### config.mk
export PLATFORM = sky130hd
export DESIGN_NAME = scale_demux
export DESIGN_NICKNAME = d
export VERILOG_FILES = /design/src/rtl/scale_demux_pkg.sv /design/src/rtl/demux_slot.sv /design/src/rtl/scale_demux.sv
export SDC_FILE = /design/constraint.sdc
export NUM_CORES = 1
export LEC_CHECK = 0
export CAP_MARGIN = 10
export CORE_UTILIZATION = 40
export DETAILED_ROUTE_END_ITERATION = 10
export PLACE_DENSITY = 0.75
export SYNTH_ARGS = -nofsm -noshare
export SYNTH_HDL_FRONTEND = slang
export SYNTH_SLANG_ARGS = --single-unit
export TNS_END_PERCENT = 20
### constraint.sdc
create_clock -name clk -period 1.09 [get_ports clk]
set_input_delay 0.218 -clock clk [delete_from_list [all_inputs] [get_ports clk]]
set_output_delay 0.218 -clock clk [all_outputs]
set_load 0.02 [all_outputs]
### src/rtl/scale_demux_pkg.sv
// Shared types and constants for the scale_demux 1-to-2 registered demultiplexer.
package scale_demux_pkg;

  typedef enum logic {
    DEST_A = 1'b0,
    DEST_B = 1'b1
  } dest_e;

  localparam int DEMUX_WIDTH_DEF = 8;
  localparam int CNT_W           = 8;

endpackage

### src/rtl/demux_slot.sv
// One-entry holding slot for a demux destination: load, drain and handshake count.
module demux_slot
  import scale_demux_pkg::*;
#(
  parameter int WIDTH = DEMUX_WIDTH_DEF
) (
  input  logic             clk,
  input  logic             rst,
  input  logic             load,
  input  logic [WIDTH-1:0] load_data,
  input  logic             ready,
  output logic             free,
  output logic [WIDTH-1:0] data,
  output logic             valid,
  output logic [CNT_W-1:0] cnt
);

  logic drain;

  assign drain = valid & ready;
  // A full slot still accepts when it drains in the same cycle, giving back-to-back transfers.
  assign free  = ~valid | ready;

  always_ff @(posedge clk) begin
    if (rst) begin
      valid <= 1'b0;
      data  <= '0;
      cnt   <= '0;
    end else begin
      if (load) begin
        data  <= load_data;
        valid <= 1'b1;
      end else if (drain) begin
        valid <= 1'b0;
      end
      if (drain) begin
        cnt <= cnt + 1'b1;
      end
    end
  end

endmodule

### src/rtl/scale_demux.sv
// Registered 1-to-2 demux with per-destination holding slots and handshake counters.
// Define SCALE_DEMUX_RR_EN for round-robin distribution instead of in_sel steering.
module scale_demux
  import scale_demux_pkg::*;
#(
  parameter int WIDTH = DEMUX_WIDTH_DEF
) (
  input  logic             clk,
  input  logic             rst,
  input  logic [WIDTH-1:0] in_data,
  input  logic             in_sel,
  input  logic             in_valid,
  output logic             in_ready,
  output logic [WIDTH-1:0] a_data,
  output logic             a_valid,
  input  logic             a_ready,
  output logic [WIDTH-1:0] b_data,
  output logic             b_valid,
  input  logic             b_ready,
  output logic [CNT_W-1:0] a_cnt,
  output logic [CNT_W-1:0] b_cnt
);

  dest_e dest;
  logic  a_free;
  logic  b_free;
  logic  accept;

`ifdef SCALE_DEMUX_RR_EN
  dest_e rr_ptr;
  logic  unused_sel;

  assign unused_sel = in_sel;
  assign dest       = rr_ptr;

  // A stalled destination holds the pointer, so the source stalls rather than skipping ahead.
  always_ff @(posedge clk) begin
    if (rst) begin
      rr_ptr <= DEST_A;
    end else if (accept) begin
      rr_ptr <= (rr_ptr == DEST_A) ? DEST_B : DEST_A;
    end
  end
`else
  assign dest = dest_e'(in_sel);
`endif

  assign in_ready = (dest == DEST_A) ? a_free : b_free;
  assign accept   = in_valid & in_ready;

  demux_slot #(.WIDTH(WIDTH)) u_slot_a (
    .clk       (clk),
    .rst       (rst),
    .load      (accept & (dest == DEST_A)),
    .load_data (in_data),
    .ready     (a_ready),
    .free      (a_free),
    .data      (a_data),
    .valid     (a_valid),
    .cnt       (a_cnt)
  );

  demux_slot #(.WIDTH(WIDTH)) u_slot_b (
    .clk       (clk),
    .rst       (rst),
    .load      (accept & (dest == DEST_B)),
    .load_data (in_data),
    .ready     (b_ready),
    .free      (b_free),
    .data      (b_data),
    .valid     (b_valid),
    .cnt       (b_cnt)
  );

endmodule

==> results of run 1 <==
[cells by family after synthesis]
family	synth area share
and+or+nand+nor	0.2370
AOI/OAI and AO/OA	0.1945
DFF	0.4810
buffers and inverters	0.02918
xor gates and xnor gates	0.02475
muxes	0.01591
adders and majority gates	0.01768
[cells in the mapped netlist]
master                     count  area share
sky130_fd_sc_hd__and2_1        1      0.0044
sky130_fd_sc_hd__xor2_1        4       0.025
sky130_fd_sc_hd__o21ai_0      17       0.060
sky130_fd_sc_hd__o31ai_1       4       0.021
sky130_fd_sc_hd__nand2b_1      3       0.013
sky130_fd_sc_hd__nand2_1       9       0.024
sky130_fd_sc_hd__mux2_2        2       0.016
sky130_fd_sc_hd__buf_1         1      0.0026
sky130_fd_sc_hd__nand3_1      22       0.078
sky130_fd_sc_hd__clkbuf_1      8       0.021
sky130_fd_sc_hd__o21ai_1       3       0.011
sky130_fd_sc_hd__dfxtp_1      34        0.48
sky130_fd_sc_hd__and2b_1       1      0.0053
sky130_fd_sc_hd__nor2_1        9       0.024
sky130_fd_sc_hd__ha_1          2       0.018
sky130_fd_sc_hd__nand3_2       2       0.014
sky130_fd_sc_hd__or4_1         4       0.021
sky130_fd_sc_hd__nand4_1       4       0.018
sky130_fd_sc_hd__a21oi_1      29        0.10
sky130_fd_sc_hd__nor2b_1       4       0.018
sky130_fd_sc_hd__or3_1         4       0.018
sky130_fd_sc_hd__inv_1         2      0.0053
[stage by stage]
step,setup WS (ns),std cells,instance area [µm²],total power [mW]
2_1_floorplan,-0.1002,169,1520,1.440
6_report,-0.2177,293,2406,2.452
3_5_place_dp,-0.7499,273,2166,1.624
4_1_cts,-0.2357,286,2248,2.454
3_3_place_gp,-0.7612,273,2166,1.616
5_1_grt,-0.2625,293,2406,2.547
[sequential cells by signal, summed over array words and instances, names as in the netlist]
name	count
u_slot_a.valid	1
u_slot_a.data	8
u_slot_a.cnt	8
u_slot_b.data	8
u_slot_b.cnt	8
u_slot_b.valid	1
[final timing paths]
path                                        from          endpoint  slack (ns)  cells after the start
worst max-delay path              u_slot_a.valid   u_slot_a.cnt[5]       -0.22                      4
worst min-delay path                     b_ready   u_slot_b.cnt[1]        0.35                      4
worst max register to register    u_slot_a.valid   u_slot_a.cnt[5]       -0.22                      4
worst min register to register  u_slot_b.data[2]  u_slot_b.data[2]        0.49                      2
[metal layers]
layer | wire length [µm] | vias up
li1 | - | 769
met1 | 1697 | 730
met2 | 2060 | 53
met3 | 210 | 10
met4 | 88 | 0
met5 | 0 | -
[power by group through the flow]
stage / clock network, mW / logic (mW) / registers [mW]
global placement: 0 / 0.324 / 1.29
detailed placement: 0 / 0.331 / 1.29
global route: 0.885 / 0.386 / 1.28
finish: 0.821 / 0.359 / 1.27
floorplan: 0 / 0.0981 / 1.34
CTS: 0.854 / 0.332 / 1.27
[layout by cell type (no fill, tap or decap), types with 4 or more instances in the layout]
| cell type | instances |
|---|---|
| sky130_fd_sc_hd__nand2_1 | 6 |
| sky130_fd_sc_hd__dfxtp_4 | 16 |
| sky130_fd_sc_hd__nand4_1 | 4 |
| sky130_fd_sc_hd__clkdlybuf4s50_1 | 10 |
| sky130_fd_sc_hd__buf_6 | 24 |
| sky130_fd_sc_hd__o21ai_1 | 12 |
| sky130_fd_sc_hd__o31ai_1 | 4 |
| sky130_fd_sc_hd__buf_4 | 41 |
| sky130_fd_sc_hd__or3_1 | 4 |
| sky130_fd_sc_hd__dfxtp_1 | 11 |
| sky130_fd_sc_hd__clkbuf_4 | 5 |
| sky130_fd_sc_hd__xor2_1 | 4 |
| sky130_fd_sc_hd__a21oi_1 | 26 |
| sky130_fd_sc_hd__o21ai_0 | 7 |
| sky130_fd_sc_hd__nand3_1 | 22 |
| sky130_fd_sc_hd__dfxtp_2 | 7 |
| sky130_fd_sc_hd__nor2_1 | 7 |
[timing repair]
| item | 4_1_cts | 5_1_grt |
|---|---|---|
| setup endpoints to repair | 61 | 57 |
| cloned | 0 | 0 |
| gates resized for setup | 199 | 40 |
| buffers inserted | 5 | 7 |
| pin swaps | 19 | 7 |
| hold buffers | 0 | 0 |
[worst register-to-register path, stage by stage, from the launching register on]
cell	delay, ns
sky130_fd_sc_hd__dfxtp_4	0.39
sky130_fd_sc_hd__buf_6	0.13
sky130_fd_sc_hd__nand3_4	0.10
sky130_fd_sc_hd__or4_4	0.50
sky130_fd_sc_hd__a21oi_2	0.13
[area by class of cell]
class | instances | area (µm²) | area share
Multi-Input combinational cell | 124 | 804.5 | 0.3344
Clock buffer | 8 | 70.07 | 0.02912
Timing Repair Buffer | 79 | 716.9 | 0.2980
Tap cell | 46 | 57.56 | 0.02392
Sequential cell | 34 | 749.5 | 0.3115
Inverter | 2 | 7.507 | 0.003120
==> out/metrics.yaml, run 1 <==
timing.critical_path.to_type: "flop"
design.die.area_um2: 3780
clock.fmax_ghz: 0.7647
hp-class: "input port to flop"
grt-busiest-layer: "met2"
wire_length_of_the_first_global_routing_pass_um: 5913
violations: "negative setup slack"
total_number_of_clock_tree_sinks: 34
maximum_number_of_pins_on_one_net_before_global_route_repair: 17
overflow: 0
flow.area_growth_from_synthesis_pct: 70.03
critPathRequiredTime_ns: 1.36
cp_num_buf_inv: 1
worstSetupPathType: "flop to flop"
synth_cells: 169
i_o_buffers: 48
hold_slack_ns: 0.3533
tritoncts_buffers: 5
layout.core_utilization: 0.7154
critPathLaunchType: "flop"
synth_cell_types: 22
static-leakage-power_nw: 0.9396
ctsLongestPathBuffers: 2
groute.layer.met2.usage: 0.3579
rsz_0062_raised_after_global_routing: "yes"
post_route_cells_drive_above_1_share: 0.4777
arr_time_crit_path_ns: 1.58
power.net_switching_mw: 0.6381
dp_hpwl_um: 2748
remaining_drc_errors: 0
maximum_cell_stage_delay_along_the_critical_path_ns: 0.50
layout_setup_ws_ns: -0.2177
rows: 21
grt_use_met1: 0.2561
chipWidth_um: 61.48
power_switching_share: 0.2603
core_region_area_um2: 3363
firstDrtPassIters: 4
floorplan.initialDensity: 0.4208
num_vias: 1562
outcome: "finished with violations"
finalSetupViolations: 28
wirelength_um: 4056
final.setup.tns_ns: -2.279
viasPerCell: 5.331
grt_antenna_before_repair: 0
timing.clock.skew_ns: 0.002750
top_level_ports: 49
final_min_period_over_clock_period: 1.200
tightest_slew_ns: 0.2783
route.antenna.remaining_nets: 0
die_y_um: 61.48
cts_tree: "built"
final.fill_count: 281
yosys_warnings: 0
clk_root_buffer_cell: "sky130_fd_sc_hd__clkbuf_4"
ir_drop_mv: 0.7750
number_of_hold_violations_in_the_final_report: 0
design.final.nets: 262
powerDensity_nw_per_um2: 1019
synth.cell_area_um2: 1415
syn-mean-instance-area_um2: 8.373
crit_path_top_delay_cell: "sky130_fd_sc_hd__or4_4"
synth_fp_nets: 185
global_route.usage.total: 0.2171
share_seq_of_total_power: 0.519
iteration_0_drc_count_of_the_detailed_router: 65
comb_power_share: 0.146
worst_slew_margin_rel: 0.8129
maxCapViolCount: 0
clk_pin_slew_ns: 0.10
finalWorstPathRequiredPeriod_ns: 1.308
p_clk_frac: 0.335
grt.met3_usage: 0.06092
slew_viol_final: 0
place_congestion: 0.8162
power.internal_mw: 1.814
critical_path_peak_fanout: 6
worst_path_dominant_cell_family: "simple AND/OR/NAND/NOR gates"
antenna_cells: 0
synth.yosys.seq_area_share: 0.4810
ys_seq_elements: 34
insertion_delay_ns: 0.34
sequence_of_cells_on_the_critical_path: "buf_6 -> nand3_4 -> or4_4 -> a21oi_2"
first_global_vias: 1372
avgRoutedWirePerCell_um: 13.84
htree_levels: 2
(Power assumes the default switching activity.)
==> run 2, diff against run 1 <==
--- a/config.mk
+++ b/config.mk
@@ -6,9 +6,9 @@
 export NUM_CORES = 1
 export LEC_CHECK = 0
 export CAP_MARGIN = 10
-export CORE_UTILIZATION = 40
+export CORE_UTILIZATION = 47
 export DETAILED_ROUTE_END_ITERATION = 10
-export PLACE_DENSITY = 0.75
+export PLACE_DENSITY = 0.83
 export SYNTH_ARGS = -nofsm -noshare
 export SYNTH_HDL_FRONTEND = slang
 export SYNTH_SLANG_ARGS = --single-unit
==> constraint.sdc (replaced) <==
create_clock -name clk -period 1.55 [get_ports clk]
set_input_delay 0.31 -clock clk [delete_from_list [all_inputs] [get_ports clk]]
set_output_delay 0.31 -clock clk [all_outputs]
set_load 0.02 [all_outputs]
==> run 2 against run 1 <==
Combinational power decreased by 41%. The run ends with design-rule violations left. Die area decreased by 14%. Clock power fell by 26%. Critical path depth unchanged. Register-to-register slack gained 0.41 ns. Global-route usage grew 1.7 points. Clock skew fell by 0.0016 ns. Setup slack improved by 0.23 ns. Worst hold slack better by 0.088 ns. Sequential power down 28%. Largest cell class unchanged. Non-clock buffer count fell by 19. First-iteration DRC count grew 1.5%.
==> out/metrics.yaml, run 2 (synthesis results as in run 1) <==
placedInstanceArea_um2: 1991
design.die.area_um2: 3234
floorplan.initialDensity: 0.5045
reg2regPathDepth: 4
finalSetupViolations: 0
critical_path_peak_fanout: 2
violations: "design-rule violations"
ctsLongestPathBuffers: 2
timing.clock.skew_ns: 0.001172
chipWidth_um: 56.87
i_o_buffers: 48
global_route.usage.total: 0.2337
antenna_cells: 0
arr_time_crit_path_ns: 1.22
clk_root_buffer_cell: "sky130_fd_sc_hd__clkbuf_4"
maxCapViolCount: 0
final_min_period_over_clock_period: 0.9891
rows: 19
overflow: 0
worst_slew_margin_rel: 0.7940
stdcell_area_um2: 2048
first_global_vias: 1357
worstHoldPathCells: 4
number_of_hold_violations_in_the_final_report: 0
cts-hold-fix-buffers: 0
powerDensity_nw_per_um2: 845.4
top_level_ports: 49
clock.fmax_ghz: 0.6523
critPathLaunchType: "input port"
place_congestion: 0.7892
design.final.nets: 243
core_region_area_um2: 2805
wirelength_um: 3570
static-leakage-power_nw: 0.8903
dp_hpwl_um: 2550
num_vias: 1469
worst-r2r-setup-slack_ns: 0.19
iteration_0_drc_count_of_the_detailed_router: 66
flow.area_growth_from_synthesis_pct: 44.74
tightest_slew_ns: 0.3091
post_route_cells_drive_above_1_share: 0.1228
route.antenna.remaining_nets: 0
most-common-layout-cells: "sky130_fd_sc_hd__dfxtp_1, sky130_fd_sc_hd__dlygate4sd2_1, sky130_fd_sc_hd__a21oi_1"
die_y_um: 56.87
insertion_delay_ns: 0.34
htree_levels: 2
ir_drop_mv: 0.7087
mostFrequentLayoutCell: "sky130_fd_sc_hd__dfxtp_1"
final-instance-count-excl-fill: 259
slew_viol_final: 0
layout.core_utilization: 0.7302
clk_pin_slew_ns: 0.10
avgRoutedWirePerCell_um: 13.78
cts_tree: "built"
firstDrtPassIters: 7
outcome: "finished with violations"
remaining_drc_errors: 6
finalWorstPathRequiredPeriod_ns: 1.533
maximum_number_of_pins_on_one_net_before_global_route_repair: 17
worstSetupPathType: "input port to output port"
tritoncts_buffers: 5
final.setup.tns_ns: 0
critPathRequiredTime_ns: 1.24
timing.critical_path.to_type: "output port"
hold_slack_ns: 0.4417
grt_antenna_before_repair: 0
numPlacedInstances: 251
wire_length_of_the_first_global_routing_pass_um: 5747
viasPerCell: 5.672
total_number_of_clock_tree_sinks: 34
hp-class: "input port to flop"
final.fill_count: 231
## run 2: metal layers
layer  vias to the layer above  GRT usage  wire length (µm)
met5                         -          0                 0
met4                         0    0.08362                27
met3                         3    0.09217               272
met2                        55     0.4014              1788
met1                       685     0.2612              1482
li1                        726          -                 -
## run 2: area by class of cell
class	count	area (µm²)	area share
flip-flops and latches	34	680.7	0.3323
inverters	2	7.507	0.003665
well taps	31	38.79	0.01894
clock buffers	8	78.83	0.03849
multi-input cells	124	706.9	0.3451
repair buffers	60	535.5	0.2615
## run 2: worst max-delay path, stage by stage
cell                              delay, ns
sky130_fd_sc_hd__clkdlybuf4s50_1       0.52
sky130_fd_sc_hd__nor2b_2               0.07
sky130_fd_sc_hd__a21oi_2               0.18
sky130_fd_sc_hd__buf_6                 0.14
## run 2: through the flow
| step | setup slack [ns] | total power, mW |
|---|---|---|
| after floorplan | 0.04673 | 1.032 |
| after CTS | -0.08833 | 1.728 |
| after global routing | -0.01615 | 1.798 |
| after detailed placement | -0.5088 | 1.157 |
| after global placement | -0.5177 | 1.150 |
| final | 0.01694 | 1.731 |
## run 2: final timing paths
| check | startpoint | end |
|---|---|---|
| max | b_ready | in_ready |
| min | a_ready | u_slot_a.cnt[1] |
| max reg2reg | u_slot_a.valid | u_slot_a.cnt[7] |
| min reg2reg | u_slot_b.cnt[7] | u_slot_b.cnt[7] |
## run 2: power breakdown
part / switching (mW) / internal [mW] / total [mW]
Combinational: 0.118 / 0.0949 / 0.213
Sequential: 0.0138 / 0.898 / 0.912
Clock: 0.297 / 0.310 / 0.607
## run 2: repair_timing
item,in CTS,in global routing
pin swaps,0,0
setup buffers,0,0
resized for setup,38,8
setup endpoints to repair,35,1
==> run 3, diff against run 2 <==
--- a/config.mk
+++ b/config.mk
@@ -5,10 +5,11 @@
 export SDC_FILE = /design/constraint.sdc
 export NUM_CORES = 1
 export LEC_CHECK = 0
-export CAP_MARGIN = 10
+export CAP_MARGIN = 30
 export CORE_UTILIZATION = 47
 export DETAILED_ROUTE_END_ITERATION = 10
 export PLACE_DENSITY = 0.83
+export REMOVE_ABC_BUFFERS = 1
 export SYNTH_ARGS = -nofsm -noshare
 export SYNTH_HDL_FRONTEND = slang
 export SYNTH_SLANG_ARGS = --single-unit
==> run 3 against run 2 <==
Core utilization is 1.1 points lower. Via count is 0.27% lower. First-iteration DRC count is 1.5% higher. Cell count is 0.77% lower. Sequential power hardly changed. Die area stayed put. Clock power is 14% lower. Global-route usage is 0.50 points lower. Setup slack better by 0.057 ns. Clock skew is 0.0043 ns higher. Critical path depth stayed put. Critical endpoint unchanged. The run still ends with design-rule violations left.
==> out/metrics.yaml, run 3 (synthesis results as in run 1) <==
outcome: "finished with violations"
violations: "design-rule violations"
critical_path_peak_fanout: 2
firstDrtPassIters: 7
wirelength_um: 3545
iteration_0_drc_count_of_the_detailed_router: 67
clk_root_buffer_cell: "sky130_fd_sc_hd__clkbuf_4"
total_number_of_clock_tree_sinks: 34
place_congestion: 0.7898
maxCapViolCount: 0
global_route.usage.total: 0.2288
insertion_delay_ns: 0.34
arr_time_crit_path_ns: 1.17
finalSetupViolations: 0
viasPerCell: 5.700
crit_path_top_delay_cell: "sky130_fd_sc_hd__clkdlybuf4s50_1"
timing.clock.skew_ns: 0.005449
final.setup.tns_ns: 0
num_vias: 1465
remaining_drc_errors: 2
dp_hpwl_um: 2537
maximum_cell_stage_delay_along_the_critical_path_ns: 0.50
slew_viol_final: 0
final_min_period_over_clock_period: 0.9524
post_route_cells_drive_above_1_share: 0.1150
i_o_buffers: 48
layout_setup_ws_ns: 0.07373
static-leakage-power_nw: 0.8749
cts_setup_buffers: 0
total_power_mw: 1.651
grt_antenna_before_repair: 0
floorplan.initialDensity: 0.5045
worstSetupPathType: "input port to output port"
design.final.nets: 241
clock.fmax_ghz: 0.6774
design.die.area_um2: 3234
timing.critical_path.to_type: "output port"
top_level_ports: 49
die_y_um: 56.87
rsz_0062_raised_after_global_routing: "no"
tightest_slew_ns: 0.3418
worst-r2r-setup-slack_ns: 0.14
worst_slew_margin_rel: 0.7721
clk_pin_slew_ns: 0.11
rows: 19
final.fill_count: 239
ctsLongestPathBuffers: 2
first_global_vias: 1340
most-common-layout-cells: "sky130_fd_sc_hd__dfxtp_1, sky130_fd_sc_hd__dlygate4sd2_1, sky130_fd_sc_hd__a21oi_1"
mostFrequentLayoutCell: "sky130_fd_sc_hd__dfxtp_1"
wire_length_of_the_first_global_routing_pass_um: 5699
cp_num_buf_inv: 2
chipWidth_um: 56.87
sequence_of_cells_on_the_critical_path: "clkdlybuf4s50_1 -> nor2b_2 -> a21oi_2 -> buf_4"
avgRoutedWirePerCell_um: 13.79
flow.area_growth_from_synthesis_pct: 42.62
finalWorstPathRequiredPeriod_ns: 1.476
critPathLaunchType: "input port"
critPathRequiredTime_ns: 1.24
layout.core_utilization: 0.7194
overflow: 0
cts_tree: "built"
cts-hold-fix-buffers: 0
htree_levels: 2
detailedPlace.worstSlack_ns: -0.4679
worst_path_dominant_cell_family: "buffers and inverters"
ir_drop_mv: 0.6277
multiInputGateArea_um2: 706.9
hp-class: "input port to flop"
register_area_um2: 680.7
core_region_area_um2: 2805
route.antenna.remaining_nets: 0
maximum_number_of_pins_on_one_net_before_global_route_repair: 26
powerDensity_nw_per_um2: 818.2
tritoncts_buffers: 5
number_of_hold_violations_in_the_final_report: 0
antenna_cells: 0
[run 3: changes by cell type in the layout (fill, tap and decap cells not counted)]
cell,delta
sky130_fd_sc_hd__buf_12,+1
sky130_fd_sc_hd__buf_4,-2
sky130_fd_sc_hd__buf_6,-1
sky130_fd_sc_hd__clkbuf_1,+1
sky130_fd_sc_hd__clkbuf_2,+1
sky130_fd_sc_hd__clkbuf_8,-2
sky130_fd_sc_hd__clkdlybuf4s15_1,-1
sky130_fd_sc_hd__clkinv_2,+1
[run 3: final cells by class]
type,count,share of cell area
inverter,2,0.003720
tap,31,0.01922
clock buffer,7,0.02728
timing repair buffer,58,0.2598
sequential,34,0.3373
multi-input combinational,124,0.3503
clock inverter,1,0.002480
[run 3: tightest hold or removal path: cells and delay by family]
family	cells	cell delay (ns)
buffers and inverters	2	0.30
and+or+nand+nor	1	0.08
AOI/OAI and AO/OA	1	0.05
[run 3: worst paths after layout]
| check | from | endpoint | cells after the start |
|---|---|---|---|
| hold / removal | a_ready | u_slot_a.cnt[1] | 4 |
| setup reg to reg | u_slot_a.valid | u_slot_a.cnt[7] | 4 |
| setup / recovery | b_ready | in_ready | 4 |
| hold reg to reg | u_slot_b.cnt[7] | u_slot_b.cnt[7] | 2 |
[run 3: timing repair]
item                                    4_1_cts  5_1_grt
endpoints found under the setup margin       35        1
resized for setup                            37        9
pin swaps                                     0        0
[run 3: routing by layer]
metal,track usage,wire length (µm),vias up
li1,-,-,717
met5,0,0,-
met4,0.08362,68,0
met2,0.4014,1727,54
met3,0.07604,225,8
met1,0.2565,1524,686
[run 3: per-stage QoR]
stage	hold WS [ns]	instances	area, µm²
floorplan	0.3791	160	1381
global placement	0.4587	249	1988
detailed placement	0.4733	249	1988
CTS	0.4878	257	2007
global route	0.4392	257	2018
finish	0.4329	257	2018
[run 3: where the power goes]
part,total (mW),internal (mW),switching [mW]
Sequential,0.913,0.898,0.0144
Clock,0.524,0.220,0.304
Combinational,0.214,0.0956,0.119
